$ cat config.mk
export PLATFORM = sky130hd
export DESIGN_NAME = phase_address_gen
export DESIGN_NICKNAME = d
export VERILOG_FILES = /design/src/rtl/generator_pkg.sv /design/src/rtl/phase_address_gen_tick_divider.sv /design/src/rtl/phase_address_gen.sv
export SDC_FILE = /design/constraint.sdc
export NUM_CORES = 1
export LEC_CHECK = 0
export BUFFER_PORTS_ARGS = -buffer_cell sky130_fd_sc_hd__buf_4
export CELL_PAD_IN_SITES_DETAIL_PLACEMENT = 1
export CELL_PAD_IN_SITES_GLOBAL_PLACEMENT = 1
export CORE_UTILIZATION = 50
export DETAILED_ROUTE_END_ITERATION = 16
export PLACE_DENSITY = 0.85
export SLEW_MARGIN = 20
export SYNTH_ARGS = -nofsm -noshare
export SYNTH_HDL_FRONTEND = slang
export SYNTH_SLANG_ARGS = --single-unit
export TNS_END_PERCENT = 50
$ cat constraint.sdc
create_clock -name i_clk -period 11.6 [get_ports i_clk]
set_input_delay 0 -clock i_clk [delete_from_list [all_inputs] [get_ports i_clk]]
set_output_delay 0 -clock i_clk [all_outputs]
set_load 0.01 [all_outputs]
$ cat src/rtl/generator_pkg.sv
// Shared widths and FSM state type for the phase accumulator / address generator.
// ADDR_WIDTH has to stay equal to the address width of the downstream wavetable memory.
package generator_pkg;

  localparam int ACC_WIDTH  = 32;
  localparam int ADDR_WIDTH = 12;
  localparam int DIV_WIDTH  = 16;

  typedef enum logic [1:0] {
    IDLE = 2'd0,
    RUN  = 2'd1,
    PEND = 2'd2
  } state_t;

endpackage

$ cat src/rtl/phase_address_gen_tick_divider.sv
// Programmable tick divider: one tick every rate_div+1 enabled cycles.
// The count is cleared by a phase sync so the very next enabled cycle ticks.
module tick_divider #(
  parameter int DIV_WIDTH = 16
) (
  input  logic                 i_clk,
  input  logic                 i_rst_n,
  input  logic                 i_enable,
  input  logic                 i_sync,
  input  logic [DIV_WIDTH-1:0] i_rate_div,
  output logic                 o_tick
);

  logic [DIV_WIDTH-1:0] r_div_cnt;
  logic                 w_tick;

  assign w_tick = i_enable && (r_div_cnt == '0);
  assign o_tick = w_tick;

  // rate_div is only sampled when the count reloads, so mid-period changes wait for the next tick
  always_ff @(posedge i_clk or negedge i_rst_n) begin
    if (!i_rst_n) begin
      r_div_cnt <= '0;
    end else if (i_sync) begin
      r_div_cnt <= '0;
    end else if (w_tick) begin
      r_div_cnt <= i_rate_div;
    end else if (i_enable) begin
      r_div_cnt <= r_div_cnt - DIV_WIDTH'(1);
    end
  end

endmodule

$ cat src/rtl/phase_address_gen.sv
// Phase accumulator feeding the wavetable memory address; tuning-word updates are
// deferred to a tick boundary so the generated phase never jumps mid-period.
module phase_address_gen #(
  parameter int ACC_WIDTH  = generator_pkg::ACC_WIDTH,
  parameter int ADDR_WIDTH = generator_pkg::ADDR_WIDTH,
  parameter int DIV_WIDTH  = generator_pkg::DIV_WIDTH
) (
  input  logic                  i_clk,
  input  logic                  i_rst_n,
  input  logic                  i_enable,
  input  logic [ACC_WIDTH-1:0]  i_freq_word,
  input  logic                  i_freq_valid,
  output logic                  o_freq_ready,
  input  logic [ADDR_WIDTH-1:0] i_phase_offset,
  input  logic [DIV_WIDTH-1:0]  i_rate_div,
  input  logic                  i_sync,
  output logic [ADDR_WIDTH-1:0] o_address,
  output logic                  o_addr_valid,
  output logic                  o_wrap
);

  import generator_pkg::*;

  state_t                r_state;
  state_t                w_state_next;
  logic [ACC_WIDTH-1:0]  r_acc;
  logic [ACC_WIDTH-1:0]  r_inc;
  logic [ACC_WIDTH-1:0]  r_shadow;
  logic [ADDR_WIDTH-1:0] r_address;
  logic                  r_addr_valid;
  logic                  r_wrap;

  logic                  w_tick;
  logic                  w_handshake;
  logic                  w_load_inc;
  logic                  w_load_shadow;
  logic                  w_apply;
  logic [ACC_WIDTH-1:0]  w_inc_used;
  logic [ACC_WIDTH-1:0]  w_acc_next;
  logic                  w_carry;
  logic [ADDR_WIDTH-1:0] w_addr_next;

  tick_divider #(
    .DIV_WIDTH (DIV_WIDTH)
  ) u_tick_divider (
    .i_clk      (i_clk),
    .i_rst_n    (i_rst_n),
    .i_enable   (i_enable),
    .i_sync     (i_sync),
    .i_rate_div (i_rate_div),
    .o_tick     (w_tick)
  );

  assign o_freq_ready = (r_state != PEND);
  assign w_handshake  = i_freq_valid && o_freq_ready;

  // The applying tick in PEND already advances by the new word
  assign w_inc_used = (r_state == PEND) ? r_shadow : r_inc;
  assign {w_carry, w_acc_next} = {1'b0, r_acc} + {1'b0, w_inc_used};
  assign w_addr_next = w_acc_next[ACC_WIDTH-1 -: ADDR_WIDTH] + i_phase_offset;

  always_comb begin
    w_state_next  = r_state;
    w_load_inc    = 1'b0;
    w_load_shadow = 1'b0;
    w_apply       = 1'b0;
    case (r_state)
      IDLE: begin
        w_load_inc = w_handshake;
        if (i_enable) begin
          w_state_next = RUN;
        end
      end
      RUN: begin
        if (w_handshake) begin
          w_load_shadow = 1'b1;
          w_state_next  = PEND;
        end else if (!i_enable) begin
          w_state_next = IDLE;
        end
      end
      PEND: begin
        // A pending word survives enable dropping and lands on the first tick afterwards
        if (w_tick) begin
          w_apply      = 1'b1;
          w_state_next = RUN;
        end
      end
      default: begin
        w_state_next = IDLE;
      end
    endcase
  end

  always_ff @(posedge i_clk or negedge i_rst_n) begin
    if (!i_rst_n) begin
      r_state  <= IDLE;
      r_inc    <= '0;
      r_shadow <= '0;
    end else begin
      r_state <= w_state_next;
      if (w_load_inc) begin
        r_inc <= i_freq_word;
      end
      if (w_load_shadow) begin
        r_shadow <= i_freq_word;
      end
      if (w_apply) begin
        r_inc <= r_shadow;
      end
    end
  end

  // Sync wins over a coincident tick: phase restarts at zero with no increment
  always_ff @(posedge i_clk or negedge i_rst_n) begin
    if (!i_rst_n) begin
      r_acc        <= '0;
      r_address    <= '0;
      r_addr_valid <= 1'b0;
      r_wrap       <= 1'b0;
    end else if (i_sync) begin
      r_acc        <= '0;
      r_address    <= i_phase_offset;
      r_addr_valid <= 1'b1;
      r_wrap       <= 1'b0;
    end else if (w_tick) begin
      r_acc        <= w_acc_next;
      r_address    <= w_addr_next;
      r_addr_valid <= 1'b1;
      r_wrap       <= w_carry;
    end else begin
      r_addr_valid <= 1'b0;
      r_wrap       <= 1'b0;
    end
  end

  assign o_address    = r_address;
  assign o_addr_valid = r_addr_valid;
  assign o_wrap       = r_wrap;

endmodule
# Yosys cells after proc, flatten, opt, wreduce, memory -nomap -nowiden
# Cells that the tools add are included.
[op_classes]
mux = 23
n_reduce_logical = 8
eq_ne = 6
add_sub_neg = 3
[ops]
columns = ["operator", "count"]
rows = [
  ["$mux 32", 5],
  ["$mux 16", 3],
  ["$add 32x32->33", 1],
  ["$mux 12", 2],
  ["$logic_not 16->1", 1],
  ["$sub 16x1->16 const B", 1],
  ["$add 12x12->12", 1],
  ["$mux 1", 8],
  ["$mux 2", 4],
  ["$pmux 2 s3", 1],
  ["$ne 2x2->1 const B", 2],
  ["$reduce_bool 2->1", 2],
  ["$ne 3x3->1 const B", 1],
  ["$reduce_and 3->1", 1],
  ["$reduce_bool 3->1", 1],
  ["$eq 2x1->1 const B", 1],
  ["$eq 2x2->1 const B", 1],
  ["$logic_and 1x1->1", 2],
  ["$logic_not 2->1", 1],
  ["$ne 2x1->1 const B", 1],
]
[totals]
out_inout_bits = 15
reg_bits = 128
in_bits = 65

# Depth between registers and ports, before layout
[depth]
ltp_word = 6
mapped_depth = 23

# Hierarchy
# Synthesis repeated with hierarchy kept, for this count alone.
[hier_totals]
hier_cells = 808
hier_area_um2 = 8135.3
[modules_own_cells]
columns = ["module", "seq_area_each_um2", "cells_per_inst", "area_per_inst_um2", "instances"]
rows = [
  ["phase_address_gen", 2802.7, 675, 6989.2, 1],
  ["tick_divider", 400.4, 133, 1146.1, 1],
]

# Worst setup path before layout
# OpenSTA, ideal clock, no wires.
[synth_path]
kind = "flip-flop to flip-flop"
start = "reg r_state[1]"
end = "reg r_address[11] (netlist: o_address[11])"
path_buffers = 2
required_ns = 11.489
stages_incl_launch_ff = 23
setup_time_ns = 0.111
path_slack_ns = 6.258
synth_period_minus_slack_ns = 5.342
t_arrival_ns = 5.231
path_cell_list = "dfrtp_1 > nand2b_1 > clkbuf_1 > buf_1 > mux2_2 > ha_1 > fa_1 > a211oi_1 > o211ai_1 > a41oi_1 > o21ai_1 > a41oi_1 > xnor2_1 > ha_1 > or3_1 > o21ai_0 > o31ai_1 > o21ai_1 > nand2b_1 > a21oi_1 > xor3_1 > and3_4 > a2111oi_2"
[synth_via]
elab_chain_len = 6
[synth_rtl]
columns = ["element", "line_no", "text"]
rows = [
  ["start, declared", "phase_address_gen.sv:24", "state_t r_state;"],
  ["start signal, assigned", "phase_address_gen.sv:101", "r_state <= w_state_next;"],
  ["$eq 2x2->1", "phase_address_gen.sv:58", "assign w_inc_used = (r_state == PEND) ? r_shadow : r_inc;"],
  ["$mux 32", "phase_address_gen.sv:58", ""],
  ["$add 32x32->33", "phase_address_gen.sv:59", "assign {w_carry, w_acc_next} = {1'b0, r_acc} + {1'b0, w_inc_used};"],
  ["$add 12x12->12", "phase_address_gen.sv:60", "assign w_addr_next = w_acc_next[ACC_WIDTH-1 -: ADDR_WIDTH] + i_phase_offset;"],
  ["$mux 12", "phase_address_gen.sv:126", "end else if (w_tick) begin"],
  ["$mux 12", "phase_address_gen.sv:121", "end else if (i_sync) begin"],
  ["end signal, assigned", "phase_address_gen.sv:123", "r_address <= i_phase_offset;"],
  ["end signal, assigned", "phase_address_gen.sv:128", "r_address <= w_addr_next;"],
  ["end, declared", "phase_address_gen.sv:29", "logic [ADDR_WIDTH-1:0] r_address;"],
]
# No other way between the ends. The select of a mux whose other input is x is not followed.
# A chain may end at the register's enable or synchronous reset.

# Worst setup path after layout
[layout_path]
start = "reg r_state[0]"
end = "reg r_address[11] (netlist: o_address[11])"
# The elaborated chain is that of the path after synthesis.

==> impl_metrics.csv <==
group,metric,value,unit
outcome,result_of_the_run,"finished clean",
floorplanning,floorplan.io_pins,80,
routing,detail_route.first_pass.iterations,6,
clocking,numCtsBuffers,17,
yosys,synth_area_per_cell,9.45,µm²
pwr,vdd_ir_drop_max,143,µV
floorplanning,die_width,128,µm
yosys,synth_flop_cell,"dfrtp_1",
layout,area_growth,25.9,%
placed_design,place.detailed.hpwl,15.2,mm
sta,grt_setup_unrepaired,"no",
sta,measured_slew_at_the_worst_slew_check_pin,1120,ps
worst_setup_path,cp-end-kind,"flip-flop",
global_routing,grtUsageTotal,34.5,%
sta,hold_violations,0,
sta,max_freq,158,MHz
yosys,ys_async_sr_fraction,100,%
floorplanning,floorplan.core_area,0.0153,mm²
global_routing,grt.overflow.total,0,
worst_setup_path,worst-endpoint-required,11930,ps
clocking,post_cts_setup_repair_buffer_count,0,
sta,finalCritPeriodShare,54.7,%
yosys,synthTopCellsByArea,"dfrtp_1 41%, mux2_2 9.3%, ha_1 7.3%",
yosys,netlist_area,0.00790,mm²
sta,finalCriticalPeriod,6340,ps
sta,finalSetupViolCount,0,
clocking,clkSinkCount,128,
clocking,clock_latency,440,ps
routing,detail-route-antenna-nets,0,
sta,slew_headroom,24.8,%
yosys,synth_enable_flop_cells,0,
routing,drt_iter0_markers,423,
global_routing,antenna_violations_before_repair,0,
floorplanning,fp.dieArea,0.0163,mm²
worst_setup_path,critPathLaunchType,"flip-flop",
clocking,ctsLongestPathBuffers,2,
routing,wirelength,26.6,mm
routing,vias,7193,
floorplanning,die_h,128,µm
worst_setup_path,cp.arrival,6670,ps
floorplanning,floorplan.rows,45,
yosys,ys_seq_area_share,40.5,%
worst_hold_path,timing.hold.worst.class,"in2reg",
clocking,clkSlewWorstSetupHoldPaths,60,ps
worst_setup_path,criticalPathCategory,"reg2reg",
sta,final.setup_skew,10.4,ps
yosys,synth-seq-cells,128,
pwr,p_leak,0.00447,µW
layout,nets,1077,
job,max-cap-violations,0,
routing,routedWlPerCell,22.4,µm
layout,layout.filler_cells,1701,
routing,vias_per_cell,6.05,
clocking,cts.repair.resized,0,
layout,postLayoutCoreUtil,64.9,%
placed_design,port_buffers,79,
clocking,tritoncts_clock_tree,"built",
yosys,ys.warnings.count,0,
yosys,post_synthesis_instance_total,836,
yosys,synth.net_count,949,
yosys,synthTopCellsByCount,"131 x nand2_1, 128 x dfrtp_1, 71 x o21ai_0, 68 x a21oi_1, 65 x mux2_2",
yosys,distinct_cells_synth,60,
clocking,clk_root_buffer_cell,"clkbuf_16",
layout,antenna_cells,0,
routing,drc,0,
placed_design,detailedPlace.worstSlack,5360,ps
pwr,power_density,273,mW/mm²
clocking,clock_tree.htree_level_count,4,
placed_design,replace_congestion,0.838,
yosys,synthMostInstantiatedCell,"nand2_1",
sta,timing_max_transition_violations_final,0,
layout,drive_gt1_share,20.5,%
global_routing,grt_first_pass_wirelength,42.7,mm
yosys,synth_top_cell_area_share,40.5,%
global_routing,grt_start_max_net_pins,79,
floorplanning,effective_utilization_at_floorplan,51.6,%
global_routing,number_of_global_route_vias_before_repair,8030,
sta,setup_slack,5260,ps
yosys,synth_area_leader,"dfrtp_1",
worst_setup_path,worst-path-max-fanout,36,
sta,setup_total_negative_slack,0,ps
==> state kept, by name (all words and copies together), names as in the netlist <==
signal and count:
r_shadow 32, u_tick_divider.r_div_cnt 16, r_state 2, o_addr_valid 1, o_address 12, o_wrap 1
r_inc 32, r_acc 32
==> critical path: stages (launching register included) <==
cell	delay, ps
dfrtp_1	380
nand2b_2	760
mux2_2	420
ha_1	230
fa_1	440
a211oi_1	400
o211ai_1	210
a41oi_1	430
o21ai_1	240
a41oi_1	360
xnor2_1	200
ha_1	320
or3_1	340
o21ai_0	160
o31ai_1	150
o21ai_1	200
nand2b_1	80
a21oi_1	160
xor3_1	260
and3_4	200
a2111oi_2	280
==> power breakdown <==
group	switching [µW]	internal [µW]	total (µW)	leakage, µW
Combinational	818	598	1420	0.00256
Clock	221	343	564	0.000296
Sequential	131	608	739	0.00161
Total	1170	1550	2720	0.00447
==> layer usage <==
layer | wire [µm] | track usage [%] | share of wire [%] | up-vias
met4 | 1160 | 18.4 | 4.3 | 0
met2 | 14300 | 63.4 | 54 | 221
met3 | 887 | 6.55 | 3.3 | 91
met1 | 10300 | 37.5 | 39 | 3629
li1 | - | - | - | 3252
met5 | 0 | 0 | 0 | -
==> path summary, 6_finish.rpt <==
kind	cells past startpoint	slack, ps	to	startpoint
setup / recovery	20	5260	o_address[11]$_DFFE_PN0P_	r_state[0]$_DFFE_PN0P_
hold / removal	3	50	u_tick_divider.r_div_cnt[0]$_DFFE_PN0P_	i_enable
setup reg to reg	20	5260	o_address[11]$_DFFE_PN0P_	r_state[0]$_DFFE_PN0P_
max in group asynchronous	3	10270	r_shadow[30]$_DFFE_PN0P_	i_rst_n
min in group asynchronous	2	140	u_tick_divider.r_div_cnt[15]$_DFFE_PN0P_	i_rst_n
hold reg to reg	2	490	r_inc[15]$_DFFE_PN0P_	r_inc[15]$_DFFE_PN0P_
==> cell usage in the layout, fill, tap and decap left out, types with 29 or more instances in the layout <==
cell           netlist  final
mux2_2              65     65
a21oi_1             68     68
nand2_1            131    131
o21ai_0             71     71
dlygate4sd3_1        0     69
ha_1                46     46
mux2i_1             29     29
buf_4                0     84
dfrtp_1            128    128
nor2_1              43     41
==> through the flow <==
| step | instances | power, µW | area, µm² | hold slack [ps] |
|---|---|---|---|---|
| 2_1_floorplan | 836 | 1670 | 7900 | -296 |
| 3_3_place_gp | 1087 | 1940 | 8650 | 58.7 |
| 3_5_place_dp | 1087 | 2030 | 8650 | 69.9 |
| 4_1_cts | 1188 | 2650 | 9940 | 21.8 |
| 5_1_grt | 1188 | 2870 | 9940 | 72.1 |
| 6_report | 1188 | 2720 | 9940 | 45.9 |
==> layout make-up <==
cell class                      count  area, µm²  share of cell area (%)
Multi-Input combinational cell    645       4470                    45.0
Sequential cell                   128       3200                    32.2
Timing Repair Buffer              154       1330                    13.4
Clock buffer                       18        439                    4.42
Tap cell                          211        264                    2.65
Clock inverter                     14        165                    1.66
Inverter                           18       67.6                   0.679
==> cell families (layout without fill, tap and decap cells) <==
kind of cell | count (synthesis) | in the layout | synth area share [%]
simple gates | 232 | 232 | 12.6
fa+ha+maj | 48 | 48 | 7.79
buf+inv | 63 | 204 | 3.06
compound gates | 233 | 233 | 18.6
mux | 94 | 94 | 12.9
xor+xnor | 38 | 38 | 4.40
flops | 128 | 128 | 40.5
==> timing repair <==
| item | 4_1_cts | 5_1_grt |
|---|---|---|
| hold endpoints to repair | 141 | 0 |
| endpoints found under the setup margin | 0 | 0 |
| hold buffers | 69 | 0 |
(Power assumes the default switching activity.)
